===== src/rtl/ifft_stage3_bf_sched.sv =====
// Stage-3 butterfly scheduler for the 32-point IFFT.
// Buffers one frame, runs a single sum/difference butterfly over the
// sixteen span-4 pairs (one pair per clock), then streams the widened
// results out in natural order.
module ifft_stage3_bf_sched #(
  parameter int N    = 32,
  parameter int SPAN = 4,
  parameter int IW   = 13
) (
  input  logic          clk,
  input  logic          rst_n,
  input  logic          in_valid,
  output logic          in_ready,
  input  logic [IW-1:0] in_real,
  input  logic [IW-1:0] in_imag,
  output logic          out_valid,
  input  logic          out_ready,
  output logic [IW:0]   out_real,
  output logic [IW:0]   out_imag,
  output logic          out_last,
  output logic          busy
);

  localparam int AW = $clog2(N);
  localparam int OW = $clog2(N / 2);
  localparam logic [AW-1:0] LAST_IDX = AW'(N - 1);
  localparam logic [OW-1:0] LAST_OP  = OW'(N / 2 - 1);

  typedef enum logic [1:0] {S_LOAD, S_COMPUTE, S_UNLOAD} state_t;

  state_t          r_state;
  state_t          w_next;
  logic [AW-1:0]   r_wr;
  logic [AW-1:0]   r_rd;
  logic [OW-1:0]   r_op;
  logic [AW-1:0]   w_u;
  logic [AW-1:0]   w_l;
  logic            w_in_fire;
  logic            w_out_fire;

  logic signed [IW-1:0] r_ibuf_re [N];
  logic signed [IW-1:0] r_ibuf_im [N];
  logic signed [IW:0]   r_obuf_re [N];
  logic signed [IW:0]   r_obuf_im [N];
  logic signed [IW:0]   w_sum_re;
  logic signed [IW:0]   w_dif_re;
  logic signed [IW:0]   w_sum_im;
  logic signed [IW:0]   w_dif_im;

  // One-bit sign extension; the extra bit absorbs the butterfly growth.
  function automatic logic signed [IW:0] sx(input logic signed [IW-1:0] a);
    return {a[IW-1], a};
  endfunction

  assign w_in_fire  = (r_state == S_LOAD) && in_valid;
  assign w_out_fire = (r_state == S_UNLOAD) && out_ready;

  // Pair addresses: upper leg u = 8g+m, lower leg l = u+SPAN.
  assign w_u = AW'((int'(r_op) / SPAN) * (2 * SPAN) + (int'(r_op) % SPAN));
  assign w_l = w_u + AW'(SPAN);

  assign w_sum_re = sx(r_ibuf_re[w_u]) + sx(r_ibuf_re[w_l]);
  assign w_dif_re = sx(r_ibuf_re[w_u]) - sx(r_ibuf_re[w_l]);
  assign w_sum_im = sx(r_ibuf_im[w_u]) + sx(r_ibuf_im[w_l]);
  assign w_dif_im = sx(r_ibuf_im[w_u]) - sx(r_ibuf_im[w_l]);

  // State register; reset aborts any frame in flight.
  always_ff @(posedge clk) begin
    if (!rst_n) r_state <= S_LOAD;
    else        r_state <= w_next;
  end

  // Next-state: advance on last accept, last op, last output handshake.
  always_comb begin
    w_next = r_state;
    case (r_state)
      S_LOAD:    if (w_in_fire && (r_wr == LAST_IDX)) w_next = S_COMPUTE;
      S_COMPUTE: if (r_op == LAST_OP) w_next = S_UNLOAD;
      S_UNLOAD:  if (w_out_fire && (r_rd == LAST_IDX)) w_next = S_LOAD;
      default:   w_next = S_LOAD;
    endcase
  end

  // Write, op and read counters; each wraps to zero on its final step.
  always_ff @(posedge clk) begin
    if (!rst_n) begin
      r_wr <= '0;
      r_op <= '0;
      r_rd <= '0;
    end else begin
      if (w_in_fire) r_wr <= (r_wr == LAST_IDX) ? '0 : r_wr + 1'b1;
      if (r_state == S_COMPUTE) r_op <= (r_op == LAST_OP) ? '0 : r_op + 1'b1;
      if (w_out_fire) r_rd <= (r_rd == LAST_IDX) ? '0 : r_rd + 1'b1;
    end
  end

  // Input buffer capture; data storage is never reset.
  always_ff @(posedge clk) begin
    if (w_in_fire) begin
      r_ibuf_re[r_wr] <= $signed(in_real);
      r_ibuf_im[r_wr] <= $signed(in_imag);
    end
  end

  // Butterfly results land in both legs of the current pair.
  always_ff @(posedge clk) begin
    if (r_state == S_COMPUTE) begin
      r_obuf_re[w_u] <= w_sum_re;
      r_obuf_re[w_l] <= w_dif_re;
      r_obuf_im[w_u] <= w_sum_im;
      r_obuf_im[w_l] <= w_dif_im;
    end
  end

  // Outputs decoded from state; data is zero outside UNLOAD.
  always_comb begin
    in_ready  = 1'b0;
    out_valid = 1'b0;
    out_last  = 1'b0;
    busy      = 1'b0;
    out_real  = '0;
    out_imag  = '0;
    case (r_state)
      S_LOAD:    in_ready = 1'b1;
      S_COMPUTE: busy = 1'b1;
      S_UNLOAD: begin
        busy      = 1'b1;
        out_valid = 1'b1;
        out_last  = (r_rd == LAST_IDX);
        out_real  = r_obuf_re[r_rd];
        out_imag  = r_obuf_im[r_rd];
      end
      default: in_ready = 1'b0;
    endcase
  end

endmodule

===== config.mk =====
export PLATFORM = sky130hd
export DESIGN_NAME = ifft_stage3_bf_sched
export DESIGN_NICKNAME = d
export VERILOG_FILES = /design/src/rtl/ifft_stage3_bf_sched.sv
export SDC_FILE = /design/constraint.sdc
export NUM_CORES = 2
export LEC_CHECK = 0
export ABC_AREA = 0
export CORE_MARGIN = 5
export CORE_UTILIZATION = 50
export CTS_BUF_LIST = sky130_fd_sc_hd__clkbuf_8
export DETAILED_ROUTE_END_ITERATION = 7
export GPL_TIMING_DRIVEN = 0
export PLACE_DENSITY = 0.68
export SLEW_MARGIN = 20
export SYNTH_ARGS = -nofsm -noshare
export SYNTH_HDL_FRONTEND = slang
export SYNTH_SLANG_ARGS = --single-unit

===== constraint.sdc =====
create_clock -name clk -period 4.2 [get_ports clk]
set_input_delay 0.63 -clock clk [delete_from_list [all_inputs] [get_ports clk]]
set_output_delay 0.63 -clock clk [all_outputs]
set_load 0.01 [all_outputs]

Yosys cells after proc, flatten, opt, wreduce, memory -nomap -nowiden
Memories as Yosys holds them, arrays and structs flattened. A register that Yosys moved wholly into a read port is not among the register bits.
Cells that the tools add are included.
{ "word_totals": {"reg_bits": 16, "latchBits": 0, "mem_bits_rw": 1728, "mem_bits_ro": 0, "input_bits": 30, "out_inout_bits": 32, "memories": 4} }
{ "classes": {"addsub": 9, "mul": 0, "div_mod_pow": 0, "magnitude_cmp": 0, "n_eq_ne": 8, "n_shift": 0, "n_mux": 21, "n_bitwise": 0, "n_reduce_logical": 7} }
{ "memory_table": {"columns": ["name", "words", "width", "read_ports", "rd_ports_with_merged_regs", "write_ports", "line_no", "rtl"], "rows": [
  ["r_obuf_im", 32, 14, 1, 1, 2, "44", "logic signed [IW:0] r_obuf_im [N];"],
  ["r_obuf_re", 32, 14, 1, 1, 2, "43", "logic signed [IW:0] r_obuf_re [N];"],
  ["r_ibuf_im", 32, 13, 2, 0, 1, "42", "logic signed [IW-1:0] r_ibuf_im [N];"],
  ["r_ibuf_re", 32, 13, 2, 0, 1, "41", "logic signed [IW-1:0] r_ibuf_re [N];"]
]} }
{ "ops": {"columns": ["cell", "n"], "rows": [
  ["$mux 5", 6],
  ["$add 13x13->14", 2],
  ["$mux 14", 2],
  ["$sub 13x13->14", 2],
  ["$add 5x1->5 const B", 2],
  ["$eq 5x5->1 const B", 2],
  ["$mux 1", 8],
  ["$mux 2", 3],
  ["$pmux 2 s3", 1],
  ["$add 5x2->5", 1],
  ["$add 5x3->5 const B", 1],
  ["$add 4x1->4 const B", 1],
  ["$eq 4x4->1 const B", 1],
  ["$logic_and 1x1->1", 4],
  ["$mux 4", 1],
  ["$ne 2x1->1 const B", 2],
  ["$reduce_and 3->1", 1],
  ["$eq 2x1->1 const B", 1],
  ["$eq 2x2->1 const B", 1],
  ["$logic_not 2->1", 1],
  ["$ne 2x2->1 const B", 1],
  ["$reduce_or 2->1", 1]
]} }

Longest topological paths before layout
{ "logic_depth": {"ltp_word": 5, "mapped_depth": 15, "mapped_depth_nobuf": 12} }

Least setup slack after synthesis
OpenSTA, ideal clock, no wires.
{ "synth_path": {"path_type": "register -> register", "start": "register r_op[0]", "end": "memory r_obuf_re[0][12] (netlist bit) (data pin)", "setup_time_ps": 289, "t_arrival_ps": 4011, "path_slack_ps": -100, "stages_incl_launch_ff": 14, "period_less_slack_ps": 4300, "cell_sequence": "dfxtp_1 -> clkbuf_1 -> clkbuf_1 -> buf_2 -> mux4_2 -> mux4_2 -> ha_1 -> fa_1 -> nand2b_1 -> a221oi_1 -> nor2_1 -> o22ai_1 -> o41ai_1 -> xor2_1"} }
{ "synth_rtl": {"columns": ["element", "line_no", "rtl"], "rows": [
  ["from (decl)", "35", "logic [OW-1:0] r_op;"],
  ["from (signal assigned)", "92", "if (r_state == S_COMPUTE) r_op <= (r_op == LAST_OP) ? '0 : r_op + 1'b1;"],
  ["to (decl)", "43", null]
]} }

==> metrics.yaml <==
timing:
  period_share_pct: 99.63
  rsz0062_at_grt: "true"
  slew_headroom_pct: 24.70
  fmax_ghz: 0.2390
  holdWs_ps: 186.1
  period_needed_ps: 4184
  fin_tns_setup_ps: 0
  fin_worst_skew_ps: 59.25
  hold_violations: 0
  setup_viol: 0
  slew_viol_final: 0
  tightest_slew_ps: 1126
synthesis:
  synth_ff_type: "edfxtp_1"
  postSynthNetCount: 3100
  syn_area_per_cell_um2: 22.57
  syn_area_um2: 67720
  synth_seq_cells: 1717
  ys_warn_count: 0
  ys_seq_area_share_pct: 75.83
  synthCells: 3000
  synth-edff-count: 1696
  synthArstFlopShare_pct: 0
  ys_types: 57
setup_path:
  critPathKind: "register to register"
  path_buf_inv: 2
  critical_path.most_common_cell: "mux4_2"
  cp_max_fo: 16
  cp-end-kind: "register"
  cp.required_ps: 4880
  slowest_stage: "mux4_2"
  crit_path_max_incr_delay_ps: 640
  crit_chain: "clkbuf_16, buf_6, mux4_2, mux4_2, ha_2, o2111ai_2, nand2_1, nor2_1, o21ai_1, xor2_4"
  cp.arrival_ps: 4870
  path_delay_family: "multiplexers"
  start_kind: "register"
detailed_routing:
  routed_via_density: 6.202
  vias: 33639
  drt_wl_total_um: 170700
  wl_per_cell_um: 31.47
  ant_nets: 0
  firstDrtPassIters: 5
  drcViolationCount: 0
  drt_iter0_drc: 3925
final_layout:
  area_growth_pct: 17.62
  final_area_um2: 79650
  drive_above_1_share_pct: 35.92
  layout.nets: 3553
clock_tree:
  clkSlewWorstSetupHoldPaths_ps: 60
  worstSkewPairLatency_ps: 990
  cts-htree-levels: 5
  clock-sinks: 1717
  clockBufferDepth: 4
  cts_tree: "yes"
  clock-root-buffer: "clkbuf_8"
  cts_buffers: 283
power_and_ir_drop:
  vdd_ir_drop_max_mv: 0.3716
  pwr-share-clk_pct: 38.6
  powerDensity_nw_per_um2: 416.6
  p_seq_share_pct: 57.7
  netSwitchingPower_w: 0.007124
  total_power_w: 0.03318
  p_leak_nw: 24.93
  combPwrFrac_pct: 3.7
  swShare_pct: 21.47
  internal-power_w: 0.02606
die:
  chipWidth_um: 378.0
  start_util_pct: 50.18
  die_height_um: 378.0
  rows: 135
  die_area_um2: 142900
  ios: 62
  core-area_um2: 135000
grt:
  antenna_found_initial: 9
  grt_pass1_wl_um: 243800
  grt-ovfl-total: 0
  grt.total_usage_pct: 24.11
  first_global_vias: 34912
  grt_max_degree: 45
place:
  routabilityCongestion: 0.8268
  io_buffers: 61
  placed_area_um2: 72350
  place_hpwl_um: 108800
outcome:
  outcome: "completed"
min_path:
  worstHoldPathType: "primary input to register"
run:
  drv_cap: 0
## Yosys cell counts (all sizes together), types with 3 or more instances
library cell  number  area [um^2]
a21o               7        52.55
ha                66        825.8
a211oi            29        217.7
o31ai              4        30.03
nand3              7        35.03
clkbuf            86        322.8
xor2              14        122.6
xnor2             29        254.0
fa                 4        80.08
nand4              4        25.02
nand3b             7        52.55
nor3              15        75.07
and2              24        150.1
nand2             25        93.84
inv               56        210.2
nor2              69        259.0
dfxtp             21        420.4
o21bai            10        75.07
o211ai             3        22.52
a31oi              5        31.28
edfxtp          1696        50930
nor2b             40        250.2
or3                4        25.02
o2111ai            3        26.28
and3               3        18.77
a22o              26        227.7
nand2b            10        62.56
a21oi             71        355.3
mux2i             29        290.3
mux4             504        11350
o21ai             24        120.1
a21boi             8        60.06
buf               70        427.9
o21a               5        37.54
## power by group through the flow
| stage | combinational, W | sequential [W] | clock, W |
|---|---|---|---|
| after floorplan | 0.000441 | 0.0195 | 0 |
| after global placement | 0.000848 | 0.0195 | 0 |
| after detailed placement | 0.000986 | 0.0195 | 0 |
| after CTS | 0.00115 | 0.0191 | 0.0130 |
| after global routing | 0.00130 | 0.0191 | 0.0138 |
| final | 0.00123 | 0.0191 | 0.0128 |
## area by class of cell
type                            count  area [um^2]
Tap cell                         1781         2228
Buffer                            142         1583
Fill cell                        9266        55310
Inverter                           56        210.2
Antenna cell                        4        10.01
Sequential cell                  1717        51360
Multi-Input combinational cell   1072        16810
Clock inverter                    180        809.5
Clock buffer                      291         4005
Timing Repair Buffer              181         2638
## path summary, 6_finish.rpt
path / startpoint / to / slack [ps] / cells after the start
hold / removal: in_imag[1] / r_ibuf_im[31][1] / 190 / 1
setup / recovery: r_op[0] / r_obuf_re[5][7] / 20 / 10
setup reg to reg: r_op[0] / r_obuf_re[5][7] / 20 / 10
hold reg to reg: r_rd[4] / register / 540 / 2
## routing by layer
layer	vias to the layer above	global-route usage [%]	wire length, um
met4	2	9.436	6404
met5	-	0	7
li1	13609	-	-
met2	1853	40.62	86900
met1	17782	31.40	62370
met3	393	4.684	15000
## worst reg2reg max path, stage by stage (launching register included)
cell and delay [ps]:
dfxtp_4 430, clkbuf_16 210, buf_6 220, mux4_2 520
mux4_2 640, ha_2 600, o2111ai_2 210, nand2_1 100
nor2_1 80, o21ai_1 380, xor2_4 500
## per-stage QoR
stage	setup slack (ps)	utilization (%)	std cells
finish	15.64	59.02	5424
global route	-77.37	59.01	5421
CTS	-93.98	58.56	5386
detailed placement	-1895	53.61	4893
global placement	-1730	52.31	4842
floorplan	10.94	-	3000
## state kept, by name (all words and copies together), names as in the netlist, named ones only
signal / flops
r_ibuf_re: 416
r_state: 2
r_obuf_im: 432
r_op: 4
r_ibuf_im: 416
r_wr: 5
r_obuf_re: 432
r_rd: 5
## layout by cell type, fill, tap and decap left out, types with 8 or more instances in the layout
cell type,n
o21bai_1,8
mux2i_1,28
nor2_4,32
clkinv_2,20
buf_4,54
dlygate4sd2_1,17
inv_1,107
xnor2_2,10
o21ai_0,16
a211oi_1,16
ha_1,50
buf_2,30
and2_4,16
buf_16,46
clkbuf_8,305
ha_2,9
buf_6,21
buf_8,9
a211oi_2,11
nor3_1,15
nor2_1,35
buf_12,54
nor2b_1,40
clkdlybuf4s50_1,10
nand2b_1,10
clkbuf_2,27
clkinvlp_4,8
dfxtp_1,18
xnor2_4,19
clkinv_1,69
clkbuf_1,10
edfxtp_1,1696
inv_2,29
a21oi_2,12
mux4_2,504
nand2_1,25
a21oi_1,55
a22o_1,23
clkbuf_4,16
## repair_timing
| item | 4_1_cts | 5_1_grt |
|---|---|---|
| pin swaps | 25 | 23 |
| cloned | 4 | 2 |
| setup buffers | 31 | 33 |
| endpoints found under the setup margin | 860 | 539 |
| hold buffers | 0 | 0 |
| gates resized for setup | 388 | 85 |
## cells by family (layout without fill, tap and decap cells)
logic type,Yosys count,in the layout,share of synthesized area [%]
buffers and inverters,212,850,1.419
multiplexers,533,533,17.19
AO/OA/AOI/OAI,207,207,2.007
XOR/XNOR,43,44,0.5561
AND/OR/NAND/NOR,218,218,1.665
flip-flops,1717,1717,75.83
adder cells (fa/ha/maj),70,70,1.338
other,0,4,0
Note: power is estimated with default switching activity, not from simulation.
